**src/rtl/spi_master_arb.sv**
```systemverilog
// Two-requester SPI master: arbitrates, latches the granted byte and plays a 10-period frame
// (setup, 8 data bits MSB first, completion). Define SPI_ARB_FIXED_PRIO_EN for fixed priority (req0 wins).
module spi_master_arb #(
    parameter int unsigned CLK_DIV = 4
) (
    input  logic       clk,
    input  logic       rst,
    input  logic       req0,
    input  logic [7:0] din0,
    output logic       gnt0,
    input  logic       req1,
    input  logic [7:0] din1,
    output logic       gnt1,
    output logic       sclk,
    output logic       cs,
    output logic       mosi,
    output logic       busy,
    output logic       done,
    output logic       owner
);
    typedef enum logic [1:0] {IDLE = 2'd0, SHIFT = 2'd1, GAP = 2'd2} state_t;

    localparam logic [7:0] DIV_LAST = 8'(CLK_DIV - 1);
    localparam logic [3:0] LAST_PER = 4'd9;

    state_t     state_q, state_d;
    logic [7:0] div_q, div_d;
    logic       half_q, half_d;
    logic [3:0] per_q, per_d;
    logic [7:0] shreg_q, shreg_d;
    logic       sclk_q, sclk_d;
    logic       cs_q, cs_d;
    logic       mosi_q, mosi_d;
    logic       done_q, done_d;
    logic       owner_q, owner_d;
    logic       any_req, win, grant, div_end;

    assign any_req = req0 | req1;
    // Grant is decided in the IDLE cycle itself so back-to-back frames are 22*CLK_DIV+1 clk apart.
    assign grant   = (state_q == IDLE) && any_req && !rst;
    assign div_end = (div_q == DIV_LAST);

`ifdef SPI_ARB_FIXED_PRIO_EN
    assign win = !req0;
`else
    logic prio_q, prio_d;
    assign win = (req0 && req1) ? prio_q : req1;
`endif

    always_ff @(posedge clk or posedge rst) begin
        if (rst) begin
            state_q <= IDLE;
            div_q   <= '0;
            half_q  <= 1'b0;
            per_q   <= '0;
            shreg_q <= '0;
            sclk_q  <= 1'b0;
            cs_q    <= 1'b1;
            mosi_q  <= 1'b0;
            done_q  <= 1'b0;
            owner_q <= 1'b0;
`ifndef SPI_ARB_FIXED_PRIO_EN
            prio_q  <= 1'b0;
`endif
        end else begin
            state_q <= state_d;
            div_q   <= div_d;
            half_q  <= half_d;
            per_q   <= per_d;
            shreg_q <= shreg_d;
            sclk_q  <= sclk_d;
            cs_q    <= cs_d;
            mosi_q  <= mosi_d;
            done_q  <= done_d;
            owner_q <= owner_d;
`ifndef SPI_ARB_FIXED_PRIO_EN
            prio_q  <= prio_d;
`endif
        end
    end

    always_comb begin
        state_d = state_q;
        case (state_q)
            IDLE:    if (grant) state_d = SHIFT;
            SHIFT:   if (div_end && half_q && per_q == LAST_PER) state_d = GAP;
            GAP:     if (div_end && half_q) state_d = IDLE;
            default: state_d = IDLE;
        endcase
    end

    always_comb begin
        div_d   = div_q;
        half_d  = half_q;
        per_d   = per_q;
        shreg_d = shreg_q;
        sclk_d  = sclk_q;
        cs_d    = cs_q;
        mosi_d  = mosi_q;
        done_d  = 1'b0;
        owner_d = owner_q;
`ifndef SPI_ARB_FIXED_PRIO_EN
        prio_d  = prio_q;
`endif
        case (state_q)
            IDLE: begin
                if (grant) begin
                    shreg_d = win ? din1 : din0;
                    owner_d = win;
`ifndef SPI_ARB_FIXED_PRIO_EN
                    prio_d  = !win;
`endif
                    cs_d    = 1'b0;
                    div_d   = '0;
                    half_d  = 1'b0;
                    per_d   = '0;
                    sclk_d  = 1'b0;
                    mosi_d  = 1'b0;
                end
            end
            SHIFT: begin
                if (!div_end) begin
                    div_d = div_q + 8'd1;
                end else begin
                    div_d = '0;
                    if (!half_q) begin
                        // Rising edge: mosi changes here so it is stable across the slave's falling-edge sample.
                        half_d = 1'b1;
                        sclk_d = 1'b1;
                        if (per_q >= 4'd1 && per_q <= 4'd8) begin
                            mosi_d  = shreg_q[7];
                            shreg_d = {shreg_q[6:0], 1'b0};
                        end else begin
                            mosi_d = 1'b0;
                        end
                    end else begin
                        half_d = 1'b0;
                        sclk_d = 1'b0;
                        if (per_q == LAST_PER) begin
                            cs_d   = 1'b1;
                            mosi_d = 1'b0;
                            done_d = 1'b1;
                            per_d  = '0;
                        end else begin
                            per_d = per_q + 4'd1;
                        end
                    end
                end
            end
            GAP: begin
                if (!div_end) begin
                    div_d = div_q + 8'd1;
                end else begin
                    div_d  = '0;
                    half_d = !half_q;
                end
            end
            default: ;
        endcase
    end

    assign gnt0  = grant && !win;
    assign gnt1  = grant && win;
    assign busy  = (state_q != IDLE) || grant;
    assign owner = grant ? win : owner_q;
    assign sclk  = sclk_q;
    assign cs    = cs_q;
    assign mosi  = mosi_q;
    assign done  = done_q;
endmodule

```
**config.mk**
```make
export PLATFORM = sky130hd
export DESIGN_NAME = spi_master_arb
export DESIGN_NICKNAME = d
export VERILOG_FILES = /design/src/rtl/spi_master_arb.sv
export SDC_FILE = /design/constraint.sdc
export NUM_CORES = 1
export LEC_CHECK = 0
export CELL_PAD_IN_SITES_DETAIL_PLACEMENT = 0
export CELL_PAD_IN_SITES_GLOBAL_PLACEMENT = 1
export CORE_ASPECT_RATIO = 1.1
export CORE_MARGIN = 8
export CORE_UTILIZATION = 30
export DETAILED_ROUTE_END_ITERATION = 8
export DONT_BUFFER_PORTS = 1
export GPL_TIMING_DRIVEN = 1
export MAX_ROUTING_LAYER = met4
export PLACE_DENSITY = 0.54
export REMOVE_ABC_BUFFERS = 1
export SYNTH_ARGS = -nofsm -noshare
export SYNTH_HDL_FRONTEND = slang
export SYNTH_SLANG_ARGS = --single-unit
```
**constraint.sdc**
```tcl
create_clock -name clk -period 4.1 [get_ports clk]
set_input_delay 0.82 -clock clk [delete_from_list [all_inputs] [get_ports clk]]
set_output_delay 0.82 -clock clk [all_outputs]
set_load 0.02 [all_outputs]
```
Word-level counts from Yosys, hierarchy flattened:

Index checks and enable logic that the tools add are counted.

* register bits: 29
* input bits: 20
* output and inout bits: 8
* logic and storage cells: 96

* add/subtract/negate cells: 2
* order comparisons: 2
* equality and inequality tests: 14
* mux-type cells: 39
* bitwise operators: 1
* reductions and logical operators: 27

Operators with widths (count)
* 2-to-1 mux 8 bit: 7
* case mux 8 bit (2 select lines): 2
* inequality test 2 bit (second input constant): 9
* 2-to-1 mux 1 bit: 17
* 2-to-1 mux 4 bit: 4
* AND reduction 4 bit: 3
* AND reduction 5 bit: 2
* adder 8 x 1 -> 8 bit (second input constant): 1
* == test 8 x 2 -> 1 bit (second input constant): 1
* logical AND 1 bit: 8
* case mux 4 bit (2 select lines): 1
* 2-to-1 mux 2 bit: 3
* case mux 1 bit (2 select lines): 3
* case mux 2 bit (3 select lines): 1
* AND reduction 3 bit: 2
* nonzero test 2 bit: 3
* adder 4 x 1 -> 4 bit (second input constant): 1
* == test 4 bit (second input constant): 1
* >= comparator 4 x 1 -> 1 bit (second input constant): 1
* less-or-equal comparator 4 bit (second input constant): 1
* AND reduction 2 bit: 2
* logical NOT 1 bit: 3
* inequality test 3 bit (second input constant): 1
* case mux 1 bit (3 select lines): 1
* 7 further kinds: 7

Depth between registers and ports, before layout:

* depth in word-level cells: 6
* mapped depth: 8
* mapped depth without buffers: 7

Least setup slack after synthesis:

Ideal clock, no wire load.

* kind: register to output
* start: register state_q[0]
* end: output port owner
* data arrival time: 1.781 ns
* data required time: 3.280 ns
* setup slack: 1.499 ns
* cell stages (with the launch flop): 8
* path buffers: 1
* cells stage by stage: dfrtp_1 -> inv_1 -> ha_1 -> clkbuf_1 -> nor2b_1 -> nand2_1 -> a21oi_1 -> nor2_1

* longest elaborated chain between the ends: 4

Ends and longest elaborated chain
* from (decl): line 26 `state_t state_q, state_d;`
* from (signal assigned): line 66 `state_q <= state_d;`
* logical NOT 2 bit: line 40 `assign grant = (state_q == IDLE) && any_req && !rst;`
* logical AND 1 bit (2 in series): line 40
* 2-to-1 mux 1 bit
* to (decl): line 19 `output logic owner`

No other way between the ends.

Worst setup path after layout:

Same ends and word-level chain as after synthesis.

==> results.md <==
- Top FF cell, synth: dfrtp_1
- HPWL after DPL: between 3 and 4 mm
- Leakage: between 0.7 and 0.8 nW
- Synth Warn #: 0
- H-tree Lvls: 2
- Die Y-Extent: 97.5 um
- Fill cells: 630
- DR DRC count: 0
- Grt ovf: 0
- Die ar.: 8780 sq um
- Row Count: 29
- Hold bufs inserted after CTS: 0
- Post-synthesis sequential area ratio: 0.402
- Final setup skew: between 0.008 and 0.009 ns
- Clock root buffer: clkbuf_8
- P&R area growth vs syn: 8.85%
- Starting density of the core: 0.312
- Global-route wire length before repair: between 7 and 8 mm
- Met3 Use GR: 0.0263
- Detailed router's first-iteration violation count: 87
- Port-buffer cells: 0
- Tmin final: 2.99 ns
- Most frequent cells in the layout: dfrtp_1 (28), o21ai_0 (22), nor2_1 (14)
- WP data arrival: about 2.2 ns
- Core area: ~5800 sq um
- Cell count after placement: approximately 270
- Average size of a mapped cell: between 9 and 10 sq um
- Antenna viol nets, final: 0
- Critical Path End Type: primary output
- Critical path fanouts, max: 6
- Async SR Flop Fraction: 1.00
- Crit path launch type: register
- Setup Buffers After CTS: 0
- IO Pins: 28
- Peak VDD IR: 0.000205 V
- First-pass DRT Iterations: 4
- RSZ-0062 raised after global routing: false
- Setup TNS: 0 ns
- Aggregate global-route resource usage: 0.112
- Final hold violation count: 0
- Via density: about 5.5
- Initial antenna violation count: 0
- TritonCTS clock tree: done
- Clk slew on worst S/H paths: approximately 0.06 ns
- Pwr/cell area: roughly 700 nW/um^2
- Endpoints failing setup: 0
- Hold slack: around 0.49 ns
- Number of max-cap violations: 0
- Maximum number of pins on one net before global-route repair: 30
- Yosys reg bits: 29
- Leading cell type in the layout, fill and taps excluded: dfrtp_1
- Cell variety after synth: 51
- Die Width: 90.1 um
- Met1 GRT Util: 0.131
- # diodes: 0
- Max Slew Vio Count: 0
- Cells after Synth: 199
- CTS Buffer Depth: 2
- Vias in the first global route: between 1500 and 2000
- Clk sinks: 29
- Vias: around 1500
- GRT busiest layer: met2
- Reg area: 727 sq um
- Max frequency: between 0.3 and 0.4 GHz
- Critical Setup Path Class: register to primary output
- Synth Cell Area: 1810 sq um
- Multi-input gate area: roughly 1000 sq um
- Met2 Usage GRT: 0.180
- Hold WC Path Type: register to register
- Nets: roughly 220
- Outcome: complete, no violations
- DR WL/cell: ~16 um
- Clk_lat worst skew: between 0.2 and 0.3 ns
- Worst slew pin tran: approximately 0.94 ns
- Slew margin rel.: 0.366
- Post-synth EDFFs: 0
- WP data required: 3.28 ns
- Total power: between 0.001 and 0.0015 W
- Routability Congestion: roughly 0.75
- Post-cts resize count: 0
- Share of cells above drive strength 1: 0.120
- Non-filler cells, final: between 200 and 300
- Drt total wl: roughly 4.5 mm
- Clock buffers created by TritonCTS: 5
- Final Cycle Share: 0.730
## worst paths after layout
check	startpoint	endpoint	slack [ns]	cells after the start
worst max-delay path	state_q[0]$_DFFE_PP0P_	owner	1.11	6
worst min-delay path	shreg_q[0]$_DFFE_PP0P_	shreg_q[0]$_DFFE_PP0P_	0.49	1
worst max register to register	state_q[1]$_DFFE_PP0P_	per_q[2]$_DFFE_PP0P_	1.89	6
worst min register to register	shreg_q[0]$_DFFE_PP0P_	shreg_q[0]$_DFFE_PP0P_	0.49	1
max in group asynchronous	rst	cs$_DFFE_PP1P_	3.26	2
min in group asynchronous	rst	div_q[7]$_DFFE_PP0P_	0.51	2
## cell families (layout without fill, tap and decap cells)
| logic type | after synthesis | after routing | share of synthesized area |
|---|---|---|---|
| AOI/OAI and AO/OA | 67 | 67 | 0.247 |
| muxes | 11 | 11 | 0.0657 |
| and+or+nand+nor | 67 | 67 | 0.213 |
| DFF | 29 | 29 | 0.402 |
| buffers and inverters | 21 | 22 | 0.0449 |
| adders and majority gates | 4 | 4 | 0.0276 |
## synthesized netlist by cell type (all sizes together) (3+ instances only)
cell,number,area [sq um]
a211oi,3,22.5
a21oi,6,30.0
a31oi,14,93.8
clkbuf,9,35.0
dfrtp,28,701
ha,4,50.1
inv,10,37.5
mux2,7,78.8
mux2i,4,40.0
nand2,10,37.5
nand3,7,35.0
nand3b,9,67.6
nor2,14,52.6
nor2b,3,18.8
nor3,5,25.0
nor4,3,18.8
o21ai,22,110
o31ai,3,22.5
## per-layer routing
layer / wire length (um) / up-vias
li1: - / 751
met1: 2070 / 742
met2: 2210 / 32
met3: 174 / 7
met4: 50 / 0
met5: 0 / -
## cell type report
cell class / count / share of cell area
multi-input cells: 149 / 0.509
flip-flops and latches: 29 / 0.369
well taps: 77 / 0.0489
clock buffers: 7 / 0.0387
inverters: 11 / 0.0210
repair buffers: 3 / 0.0114
clock inverters: 1 / 0.00254
## critical path, stage by stage, from the launching register on
cell and delay (ns):
dfrtp_1 0.38, inv_1 0.10, ha_1 0.30, nor2b_1 0.29, nand2_1 0.09, a21oi_1 0.48
nor2_1 0.25
## metrics by stage
stage / instance area (sq um) / worst slack (ns) / utilization
floorplan: 1770 / 1.56 / -
global placement: 1890 / 1.45 / 0.325
detailed placement: 1890 / 1.40 / 0.325
CTS: 1970 / 1.08 / 0.339
global route: 1970 / 0.904 / 0.339
finish: 1970 / 1.11 / 0.339
## power by group
group          internal [W]  switching (W)  total [W]  leakage, nW
registers          0.000398       0.000115   0.000513        0.359
clock network      0.000119       0.000106   0.000224       0.0422
logic              0.000266       0.000370   0.000636        0.378
## flip-flops by register name, indices dropped and copies added (netlist names)
name     cells
prio_q       1
mosi         1
div_q        8
cs           1
half_q       1
sclk         1
owner_q      1
state_q      2
shreg_q      8
per_q        4
done         1
Note: power is estimated with default switching activity, not from simulation.
